[src/rtl/permutation_ctrl_pkg.sv]
// permutation_ctrl_pkg
// Shared types and constants for the ASCON permutation round sequencer.
//   type_perm_fsm  : sequencer state encoding (IDLE, RUN, DONE)
//   NB_ROUNDS_MAX  : largest round count; round constants are indexed from
//                    NB_ROUNDS_MAX - N so that shorter permutations use the
//                    tail of the constant table
//   ROUNDS_PA/PB   : default round counts for p^a and p^b
//   CNT_W          : width of the round counter / round index
package permutation_ctrl_pkg;

  typedef enum logic [1:0] {
    IDLE = 2'd0,
    RUN  = 2'd1,
    DONE = 2'd2
  } type_perm_fsm;

  localparam int unsigned NB_ROUNDS_MAX = 12;
  localparam int unsigned ROUNDS_PA     = 12;
  localparam int unsigned ROUNDS_PB     = 6;
  localparam int unsigned CNT_W         = 4;

endpackage : permutation_ctrl_pkg

[src/rtl/permutation_ctrl_round_counter.sv]
// round_counter
// 4-bit round counter for the permutation sequencer.
//   clk        : clock, rising edge
//   srst       : synchronous active-high reset (counter -> 0)
//   load_i     : load load_val_i (wins over inc_i)
//   inc_i      : increment counter by one
//   load_val_i : value loaded on load_i
//   n_i        : latched round count N of the current permutation
//   k_o        : current round number k
//   last_o     : terminal flag, k == N-1
module round_counter
  import permutation_ctrl_pkg::*;
(
  input  logic             clk,
  input  logic             srst,
  input  logic             load_i,
  input  logic             inc_i,
  input  logic [CNT_W-1:0] load_val_i,
  input  logic [CNT_W-1:0] n_i,
  output logic [CNT_W-1:0] k_o,
  output logic             last_o
);

  logic [CNT_W-1:0] k_q, k_d;

  always_comb begin
    k_d = k_q;
    if (load_i) begin
      k_d = load_val_i;
    end else if (inc_i) begin
      k_d = k_q + CNT_W'(1);
    end
  end

  always_ff @(posedge clk) begin
    if (srst) begin
      k_q <= '0;
    end else begin
      k_q <= k_d;
    end
  end

  assign k_o    = k_q;
  assign last_o = (k_q == (n_i - CNT_W'(1)));

endmodule : round_counter

[src/rtl/permutation_ctrl.sv]
// permutation_ctrl
// Sequencer driving the select/enable/round control of the ASCON permutation
// datapath. Runs p^a (ROUNDS_A rounds) or p^b (ROUNDS_B rounds) on request.
//   clock_i  : clock, rising edge
//   reset_i  : synchronous active-high reset
//   start_i  : start request, accepted when ready_o=1
//   mode_i   : 0 = p^a, 1 = p^b; sampled with an accepted start_i
//   ready_o  : a start can be accepted this cycle (IDLE or DONE)
//   busy_o   : rounds in progress
//   select_o : datapath mux, 1 = external state (first round only)
//   enable_o : datapath register enable
//   round_o  : round constant index 0..11
//   done_o   : one-cycle pulse, datapath holds the final state
// All outputs are decoded from registered state only.
module permutation_ctrl
  import permutation_ctrl_pkg::*;
#(
  parameter int unsigned ROUNDS_A = ROUNDS_PA,
  parameter int unsigned ROUNDS_B = ROUNDS_PB
) (
  input  logic             clock_i,
  input  logic             reset_i,
  input  logic             start_i,
  input  logic             mode_i,
  output logic             ready_o,
  output logic             busy_o,
  output logic             select_o,
  output logic             enable_o,
  output logic [CNT_W-1:0] round_o,
  output logic             done_o
);

  localparam logic [CNT_W-1:0] N_A   = CNT_W'(ROUNDS_A);
  localparam logic [CNT_W-1:0] N_B   = CNT_W'(ROUNDS_B);
  localparam logic [CNT_W-1:0] N_MAX = CNT_W'(NB_ROUNDS_MAX);

  type_perm_fsm     state_q, state_d;
  logic [CNT_W-1:0] n_q, n_d;
  logic             cnt_load;
  logic             cnt_inc;
  logic             cnt_last;
  logic [CNT_W-1:0] k;

  round_counter u_round_counter (
    .clk        (clock_i),
    .srst       (reset_i),
    .load_i     (cnt_load),
    .inc_i      (cnt_inc),
    .load_val_i ('0),
    .n_i        (n_q),
    .k_o        (k),
    .last_o     (cnt_last)
  );

  // Next-state logic
  always_comb begin
    state_d  = state_q;
    n_d      = n_q;
    cnt_load = 1'b0;
    cnt_inc  = 1'b0;
    unique case (state_q)
      IDLE, DONE: begin
        // DONE accepts a new start directly so back-to-back permutations
        // need no IDLE cycle in between.
        if (start_i) begin
          n_d      = mode_i ? N_B : N_A;
          cnt_load = 1'b1;
          state_d  = RUN;
        end else begin
          state_d  = IDLE;
        end
      end
      RUN: begin
        if (cnt_last) begin
          state_d = DONE;
        end else begin
          cnt_inc = 1'b1;
        end
      end
      default: begin
        state_d = IDLE;
      end
    endcase
  end

  always_ff @(posedge clock_i) begin
    if (reset_i) begin
      state_q <= IDLE;
      n_q     <= N_A;
    end else begin
      state_q <= state_d;
      n_q     <= n_d;
    end
  end

  // Output decode
  always_comb begin
    ready_o  = 1'b0;
    busy_o   = 1'b0;
    select_o = 1'b0;
    enable_o = 1'b0;
    round_o  = '0;
    done_o   = 1'b0;
    unique case (state_q)
      IDLE: begin
        ready_o = 1'b1;
      end
      RUN: begin
        busy_o   = 1'b1;
        enable_o = 1'b1;
        select_o = (k == '0);
        // Shorter permutations use the last N round constants.
        round_o  = N_MAX - n_q + k;
      end
      DONE: begin
        ready_o = 1'b1;
        done_o  = 1'b1;
      end
      default: begin
        ready_o = 1'b1;
      end
    endcase
  end

endmodule : permutation_ctrl

[config.mk]
export PLATFORM = sky130hd
export DESIGN_NAME = permutation_ctrl
export DESIGN_NICKNAME = d
export VERILOG_FILES = /design/src/rtl/permutation_ctrl_pkg.sv /design/src/rtl/permutation_ctrl_round_counter.sv /design/src/rtl/permutation_ctrl.sv
export SDC_FILE = /design/constraint.sdc
export NUM_CORES = 1
export LEC_CHECK = 0
export ABC_AREA = 1
export CAP_MARGIN = 10
export CORE_MARGIN = 1.5
export CORE_UTILIZATION = 24
export CTS_CLUSTER_DIAMETER = 30
export CTS_CLUSTER_SIZE = 16
export DETAILED_ROUTE_END_ITERATION = 10
export GPL_TIMING_DRIVEN = 0
export SLEW_MARGIN = 20
export SYNTH_ARGS = -nofsm -noshare
export SYNTH_HDL_FRONTEND = slang
export SYNTH_HIERARCHICAL = 1
export SYNTH_SLANG_ARGS = --single-unit
[constraint.sdc]
create_clock -name clock_i -period 4.7 [get_ports clock_i]
set_input_delay 0.94 -clock clock_i [delete_from_list [all_inputs] [get_ports clock_i]]
set_output_delay 0.94 -clock clock_i [all_outputs]
set_load 0.005 [all_outputs]
==> qor.txt, run 1 <==
STATUS
----------------------------------------------------------------------------------
Status                                                                   completed

CRITICAL PATH
----------------------------------------------------------------------------------
Crit path arrival time                                                     2.22 ns
Worst stage delay on the critical path                                     0.50 ns
Required time of the critical path                                         3.76 ns
Crit path launch type                                                     register
Classification of the worst setup path                                  reg -> out
Number of cells on the worst reg-to-reg path                                    14
Worst r2r src                                                         n_q[1]$_SDFFE_PP0P_
Capture point of the worst reg-to-reg path                            u_round_counter/k_o[2]$_SDFFE_PP0P_
Reg2reg setup slack                                                        2.82 ns
Worst-path cell chain                                                 inv_1 > ha_1 > inv_1 > fa_1 > nand2_1 > nand2_1 > nand2_1 > nand2_1 > nor2_1 > clkdlybuf4s50_1
Slowest stage cell on the critical path                               sky130_fd_sc_hd__clkdlybuf4s50_1
Crit end category                                                      output port
Most common cell type on the critical path                            sky130_fd_sc_hd__nand2_1
Critical path peak fanout                                                        3

TIMING
----------------------------------------------------------------------------------
Final-report setup violation count                                               0
Post-Route Hold Slack                                                     0.496 ns
Max-slew violation total from the final report                                   0
Final hold violation count                                                       0
Unrepaired setup endpoints after global routing                              false
Final cycle utilization of the critical path                                 67.2%
Maximum operating frequency                                                317 MHz
Sum of negative setup slack                                                   0 ns
Time the worst path needs with I/O delays and setup                        3.16 ns
Final Skew                                                              0.00966 ns

PWR
----------------------------------------------------------------------------------
Power density of the placed cells                                      233 mW/mm^2
Power dissipated by switching net loads                                    70.5 uW
Register share of total power                                                39.1%
P_leak                                                                 0.000498 uW
Clock share of power                                                         24.6%
Design Power                                                                208 uW
VDD IR max                                                                0.172 mV
Switching share of power                                                     33.8%
Combinational share of power                                                 36.3%
Internal Pwr Total                                                          138 uW

CELLS AND AREA
----------------------------------------------------------------------------------
Filler cells                                                                   293
Most frequent cells in the layout                                     37 x sky130_fd_sc_hd__nand2_1, 30 x sky130_fd_sc_hd__inv_1, 13 x sky130_fd_sc_hd__nor2_1
Most common cell after layout, fill and taps aside                    sky130_fd_sc_hd__nand2_1
Multi-input logic area                                                    427 um^2
Area growth syn-to-layout                                                    30.9%
Storage cell area                                                         160 um^2
Layout Cells excl Fill                                                         173
Final Cell Area                                                           896 um^2
Share of final-layout standard cells stronger than drive strength 1          8.45%
Antenna diode instance count                                                     0
NumNets Final                                                                  152

LOGIC SYNTHESIS
----------------------------------------------------------------------------------
Leading post-synthesis cells by cell area                             sky130_fd_sc_hd__dfxtp_1 23%, sky130_fd_sc_hd__nand2_1 20%, sky130_fd_sc_hd__inv_1 16%, sky130_fd_sc_hd__nor2_1 7.1%, sky130_fd_sc_hd__ha_1 5.5%
Yosys top cell area share                                                    23.4%
Share of synthesized area occupied by flip-flops and latches                 23.4%
Post-Synthesis Cells                                                           119
Synth warn                                                                       6
Synth Area per Inst                                                      5.75 um^2
Distinct cell type count of the synthesized netlist                             21
Cell taking the most area after synthesis                             sky130_fd_sc_hd__dfxtp_1
Post-Syn Area                                                             684 um^2
FF+latch count, synth                                                            8

GLOBAL ROUTING
----------------------------------------------------------------------------------
Global routing usage on met3                                                 3.46%
Vias in the first global route                                                 640
Met2 layer usage reported by global route                                    17.1%
Largest net degree at the start of global routing                                9
Most heavily used metal layer in global routing                               met2
Global-route usage over all layers                                           9.76%
Met1 global-route usage                                                      11.8%
Overall overflow remaining after global route                                    0
Initial antenna violation count                                                  0
First-pass GRT wire length                                                 2490 um

CTS
----------------------------------------------------------------------------------
Post-CTS Hold Buffers                                                            0
Clock Path Buffers                                                               2
Master cell of the clock root buffer                                  sky130_fd_sc_hd__clkbuf_4
Number of gates resized after CTS                                                0
Clk Latency, worst-skew pair                                               0.25 ns
Maximum level of the CTS H-tree                                                  1
Clock tree from TritonCTS                                                    built
TritonCTS buffer count                                                           3
Setup fix buffers added after clock tree synthesis                               0
Clock Sinks                                                                      8
Clock-pin transition on the worst setup and hold timing paths              0.06 ns

DETAILED ROUTING
----------------------------------------------------------------------------------
Average wire length per cell after detail routing                          7.79 um
Via count                                                                      689
Final routed wirelength across all metal layers                            1350 um
Antenna Nets Post-Route                                                          0
Number of vias per cell                                                       3.98
DRC errors left                                                                  0
First-pass DRT Iterations                                                        4
Iteration-0 DRC Markers                                                          8

FLOORPLANNING
----------------------------------------------------------------------------------
Core Rows                                                                       19
Placeable core region                                                 0.00273 mm^2
Die outline height                                                         56.4 um
Die X                                                                      56.4 um
DIE AREA                                                              0.00318 mm^2
Ports                                                                           13
Initial Utilization                                                          25.0%

PLACED DESIGN
----------------------------------------------------------------------------------
Placement-stage cell area                                                 873 um^2
HPWL after detailed placement                                              1130 um
# placed instances                                                             170
Number of input and output port buffers inserted                                12
RD Place Congestion                                                          0.720

HOLD PATH
----------------------------------------------------------------------------------
Class of the most critical hold timing path                             reg -> reg
Hold path depth                                                                  2
Start point of the worst hold path                                    n_q[1]$_SDFFE_PP0P_
Worst min-delay path endpoint                                         n_q[1]$_SDFFE_PP0P_

FLOW RUN
----------------------------------------------------------------------------------
Max_cap viols                                                                    0

[state kept, by name, summed over array words and instances (netlist names)]
| register | cells |
|---|---|
| n_q | 2 |
| state_q | 2 |
| u_round_counter/k_o | 4 |
[metrics by stage]
step	util, %	setup WS, ns
6_report	32.8	1.54
3_5_place_dp	31.9	1.81
4_1_cts	32.8	1.53
5_1_grt	32.8	1.41
3_3_place_gp	31.9	1.81
2_1_floorplan	-	2.37
[layout make-up]
cell class                 instances  share of cell area, %
multi-input combinational         86                   47.6
clock buffer                       3                   2.51
tap                               31                   4.33
timing repair buffer              12                   13.4
sequential                         8                   17.9
buffer                             1                  0.838
inverter                          32                   13.4
[worst max-delay path: cells and delay by family, from the launching register on]
kind / cells / cell delay, ns
adders and majority gates: 2 / 0.66
buffers and inverters: 3 / 0.62
and+or+nand+nor: 5 / 0.35
DFF: 1 / 0.34
[power groups by stage]
stage          combinational (uW)  sequential [uW]  clock [uW]
6_report                     75.6             81.5        51.2
5_1_grt                      88.4             82.7        57.9
4_1_cts                      76.1             81.7        53.2
3_5_place_dp                 75.8             83.2           0
3_3_place_gp                 73.6             82.9           0
2_1_floorplan                51.9             80.5           0
[layer usage]
layer  share of wire (%)  vias up
met3                 3.0        0
li1                    -      382
met1                  47      302
met2                  50        5
met5                   0        -
met4                   0        0
[cells by family (layout without fill, tap and decap cells)]
group / after synthesis / after routing / synth area share [%]
AOI/OAI and AO/OA: 7 / 7 / 6.03
and+or+nand+nor: 63 / 63 / 39.9
DFF: 8 / 8 / 23.4
adders and majority gates: 4 / 4 / 8.41
buffers and inverters: 33 / 48 / 18.6
xor gates and xnor gates: 2 / 2 / 2.56
other: 2 / 10 / 1.10
[synth_stat cells]
library cell / number
sky130_fd_sc_hd__nand2_2: 2
sky130_fd_sc_hd__conb_1: 2
sky130_fd_sc_hd__nand2_1: 37
sky130_fd_sc_hd__o21ai_1: 2
sky130_fd_sc_hd__inv_2: 2
sky130_fd_sc_hd__nand3_1: 5
sky130_fd_sc_hd__o21ai_2: 1
sky130_fd_sc_hd__ha_1: 3
sky130_fd_sc_hd__inv_1: 30
sky130_fd_sc_hd__or2_1: 1
sky130_fd_sc_hd__buf_4: 1
sky130_fd_sc_hd__nor2_1: 13
sky130_fd_sc_hd__fa_1: 1
sky130_fd_sc_hd__xor2_1: 1
sky130_fd_sc_hd__nor3_1: 2
sky130_fd_sc_hd__nor3_2: 2
sky130_fd_sc_hd__dfxtp_1: 8
sky130_fd_sc_hd__a21boi_0: 1
sky130_fd_sc_hd__a21oi_1: 3
sky130_fd_sc_hd__xnor2_1: 1
sky130_fd_sc_hd__nor2_4: 1
[worst max-delay path by stage]
stage,depth (start not counted),end,from
floorplan,9,round_o[3],n_q[1]$_SDFFE_PP0P_
global placement,9,round_o[3],u_round_counter/k_o[1]$_SDFFE_PP0P_
CTS,10,round_o[3],n_q[1]$_SDFFE_PP0P_
finish,10,round_o[3],n_q[1]$_SDFFE_PP0P_
detailed placement,9,round_o[3],u_round_counter/k_o[1]$_SDFFE_PP0P_
global route,10,round_o[3],n_q[1]$_SDFFE_PP0P_
Power figures use the tool's default switching activity.
==> run 2, diff against run 1 <==
clock period = 3.3 ns   (was 4.7 ns; I/O delays follow)
==> results of run 2 <==
Same layout as run 1 (identical final DEF). Status: completed.
Main changes from that run: setup slack after placement 1.81 ns -> 0.693 ns; setup slack after layout 1.54 ns -> 0.423 ns; register-to-register setup slack 2.82 ns -> 1.42 ns; total power 208 uW -> 297 uW; worst IR drop on VDD 0.172 mV -> 0.245 mV
==> run 3, diff against run 2 <==
--- a/config.mk
+++ b/config.mk
@@ -7,11 +7,12 @@
 export LEC_CHECK = 0
 export ABC_AREA = 1
-export CAP_MARGIN = 10
+export CAP_MARGIN = 20
 export CORE_MARGIN = 1.5
-export CORE_UTILIZATION = 24
+export CORE_UTILIZATION = 49
 export CTS_CLUSTER_DIAMETER = 30
 export CTS_CLUSTER_SIZE = 16
 export DETAILED_ROUTE_END_ITERATION = 10
 export GPL_TIMING_DRIVEN = 0
+export PLACE_DENSITY = 0.76
 export SLEW_MARGIN = 20
 export SYNTH_ARGS = -nofsm -noshare
==> constraint.sdc (replaced) <==
create_clock -name clock_i -period 3.3 [get_ports clock_i]
set_input_delay 0.66 -clock clock_i [delete_from_list [all_inputs] [get_ports clock_i]]
set_output_delay 0.66 -clock clock_i [all_outputs]
set_load 0.05 [all_outputs]
==> run 3 against run 2 <==
- cell count is 9.2% lower
- via count up 0.87%
- flip-flop and latch count unchanged
- register-to-register slack better by 0.04 ns
- worst hold slack improved by 0.0087 ns
- first-iteration DRC count grew 13%
- non-clock buffer count did not move
- worst setup slack worse by 0.19 ns
- global-route usage is 12 points higher
- die area decreased by 49%
- clock skew up 0.0060 ns
- critical path type unchanged
- highest routed layer is now met4
==> qor.txt, run 3 (synthesis gave the netlist of run 1 again) <==
STATUS
----------------------------------------------------------------------------------
Status                                                                   completed

CRITICAL PATH
----------------------------------------------------------------------------------
Worst path bufs/invs                                                             2   -1
Slowest stage cell on the critical path                               sky130_fd_sc_hd__clkdlybuf4s50_1
Reg2reg setup slack                                                        1.46 ns
Crit path launch type                                                     register
Capture point of the worst reg-to-reg path                            u_round_counter/k_o[2]$_SDFFE_PP0P_
Required time of the critical path                                         2.64 ns
Critical path peak fanout                                                        7   +4
Top Family by Delay on Critical Path                                  buffers and inverters
Worst stage delay on the critical path                                     0.80 ns   +0.30 ns
Number of cells on the worst reg-to-reg path                                    14   unchanged
Worst r2r src                                                         n_q[1]$_SDFFE_PP0P_
Classification of the worst setup path                                  reg -> out
Crit end category                                                      output port
Worst-path cell chain                                                 ha_1 > inv_1 > fa_1 > nor2_1 > clkdlybuf4s50_1
Crit path arrival time                                                     2.40 ns   +0.18 ns

PWR
----------------------------------------------------------------------------------
VDD IR max                                                                0.197 mV
Design Power                                                                338 uW
Power density of the placed cells                                      385 mW/mm^2
P_leak                                                                 0.000514 uW   +3.2%

DETAILED ROUTING
----------------------------------------------------------------------------------
Antenna Nets Post-Route                                                          0   unchanged
DRC errors left                                                                  0   unchanged
Via count                                                                      695   +0.87%
Iteration-0 DRC Markers                                                          9   +1
Average wire length per cell after detail routing                          8.97 um   +15%
First-pass DRT Iterations                                                        4   unchanged
Number of vias per cell                                                       4.43   +11%
Final routed wirelength across all metal layers                            1410 um   +4.5%

HOLD PATH
----------------------------------------------------------------------------------
Class of the most critical hold timing path                             reg -> reg
Start point of the worst hold path                                    n_q[1]$_SDFFE_PP0P_
Hold path depth                                                                  2   unchanged
Worst min-delay path endpoint                                         n_q[1]$_SDFFE_PP0P_

CTS
----------------------------------------------------------------------------------
Clock Path Buffers                                                               2   unchanged
Clk Latency, worst-skew pair                                               0.27 ns   +0.02 ns
TritonCTS buffer count                                                           3   unchanged
Clock-pin transition on the worst setup and hold timing paths              0.06 ns   about the same
Maximum level of the CTS H-tree                                                  1   unchanged
Clock tree from TritonCTS                                                    built
Setup fix buffers added after clock tree synthesis                               0   unchanged
Clock Sinks                                                                      8   unchanged
Master cell of the clock root buffer                                  sky130_fd_sc_hd__clkbuf_4

FLOORPLANNING
----------------------------------------------------------------------------------
Ports                                                                           13   unchanged
Initial Utilization                                                          52.6%   +28 points
Die outline height                                                         40.4 um   -28%
Die X                                                                      40.4 um   -28%
Core Rows                                                                       13   -6
Placeable core region                                                 0.00130 mm^2   -52%
DIE AREA                                                              0.00163 mm^2   -49%

GLOBAL ROUTING
----------------------------------------------------------------------------------
Largest net degree at the start of global routing                                9   unchanged
Vias in the first global route                                                 562   -12%
Global-route usage over all layers                                           21.5%   +12 points
Overall overflow remaining after global route                                    0   unchanged
First-pass GRT wire length                                                 2230 um   -11%
Initial antenna violation count                                                  0   unchanged

TIMING
----------------------------------------------------------------------------------
Sum of negative setup slack                                                   0 ns   unchanged
Final cycle utilization of the critical path                                 92.9%
Final hold violation count                                                       0   unchanged
Maximum operating frequency                                                326 MHz
Time the worst path needs with I/O delays and setup                        3.06 ns
Final Skew                                                               0.0157 ns   +0.00602 ns
Worst Tran Pin Value                                                      0.502 ns
Worst slew margin                                                            66.4%
Unrepaired setup endpoints after global routing                              false
Final-report setup violation count                                               0   unchanged
Max-slew violation total from the final report                                   0   unchanged

PLACED DESIGN
----------------------------------------------------------------------------------
Number of input and output port buffers inserted                                12   unchanged
RD Place Congestion                                                          0.744   +3.3%
HPWL after detailed placement                                              1090 um   -3.2%

CELLS AND AREA
----------------------------------------------------------------------------------
NumNets Final                                                                  152   unchanged
Antenna diode instance count                                                     0   unchanged
Flip-flop count of the largest register, all copies and words added              4   unchanged
Most common cell after layout, fill and taps aside                    sky130_fd_sc_hd__nand2_1
Most frequent cells in the layout                                     37 x sky130_fd_sc_hd__nand2_1, 30 x sky130_fd_sc_hd__inv_1, 13 x sky130_fd_sc_hd__nor2_1
Filler cells                                                                   138   -53%
Share of final-layout standard cells stronger than drive strength 1          8.45%   unchanged
Area growth syn-to-layout                                                    28.3%

FLOW RUN
----------------------------------------------------------------------------------
Max_cap viols                                                                    0   unchanged

-- run 3: cell types whose count changed in the layout (fill, tap and decap cells not counted), sizes merged --
cell / delta
clkdlybuf4s50: -1
dlymetal6s2s: +1
-- run 3: timing repair --
item                                    4_1_cts  5_1_grt
endpoints found under the setup margin        0        1
hold endpoints to repair                      0        0
resized for setup                             0        1
hold buffers                                  0        0
-- run 3: final cells by class --
class	instances	area [um^2]	area share, %
Multi-Input combinational cell	86	427	48.6
Sequential cell	8	160	18.2
Timing Repair Buffer	12	123	14.0
Inverter	32	120	13.7
Clock buffer	3	22.5	2.56
Tap cell	15	18.8	2.14
Buffer	1	7.51	0.855
-- run 3: worst min-delay path: cells and delay by family (launching register included) --
family	cells	cell delay, ns
flip-flops	1	0.33
buffers and inverters	1	0.08
AO/OA/AOI/OAI	1	0.06
-- run 3: power by group --
group	total [uW]	internal [uW]	switching, uW
logic	141	50.4	90.3
clock network	81.1	42.0	39.1
registers	116	105	11.4
total	338	197	141
-- run 3: worst max-delay path by stage --
stage	slack, ns	endpoint	cells after the start	startpoint
global route	0.10	round_o[2]	5	u_round_counter/k_o[1]$_SDFFE_PP0P_
detailed placement	0.37	round_o[3]	9	u_round_counter/k_o[1]$_SDFFE_PP0P_
finish	0.24	round_o[2]	5	u_round_counter/k_o[1]$_SDFFE_PP0P_
CTS	0.04	round_o[3]	10	n_q[1]$_SDFFE_PP0P_
global placement	0.39	round_o[3]	9	u_round_counter/k_o[1]$_SDFFE_PP0P_
floorplan	0.69	round_o[3]	9	n_q[1]$_SDFFE_PP0P_
-- run 3: per-layer routing --
metal | GRT usage, % | part of all wire [%] | vias up | wire length (um)
met3 | 10.0 | 5.3 | 3 | 75
met1 | 21.6 | 44 | 297 | 613
li1 | - | - | 381 | -
met5 | 0 | 0 | - | 0
met2 | 38.1 | 50 | 14 | 699
met4 | 7.50 | 1.4 | 0 | 20
-- run 3: metrics by stage --
stage                     std cells  util (%)  setup slack (ns)  hold WS, ns  instance area, um^2
after detailed placement        154      65.6             0.369        0.492                  853
after global routing            157      67.5             0.102        0.544                  878
after global placement          154      65.6             0.389        0.479                  853
final                           157      67.5             0.235        0.505                  878
after floorplan                 127         -             0.688        0.461                  714
after CTS                       157      67.3            0.0446        0.509                  876
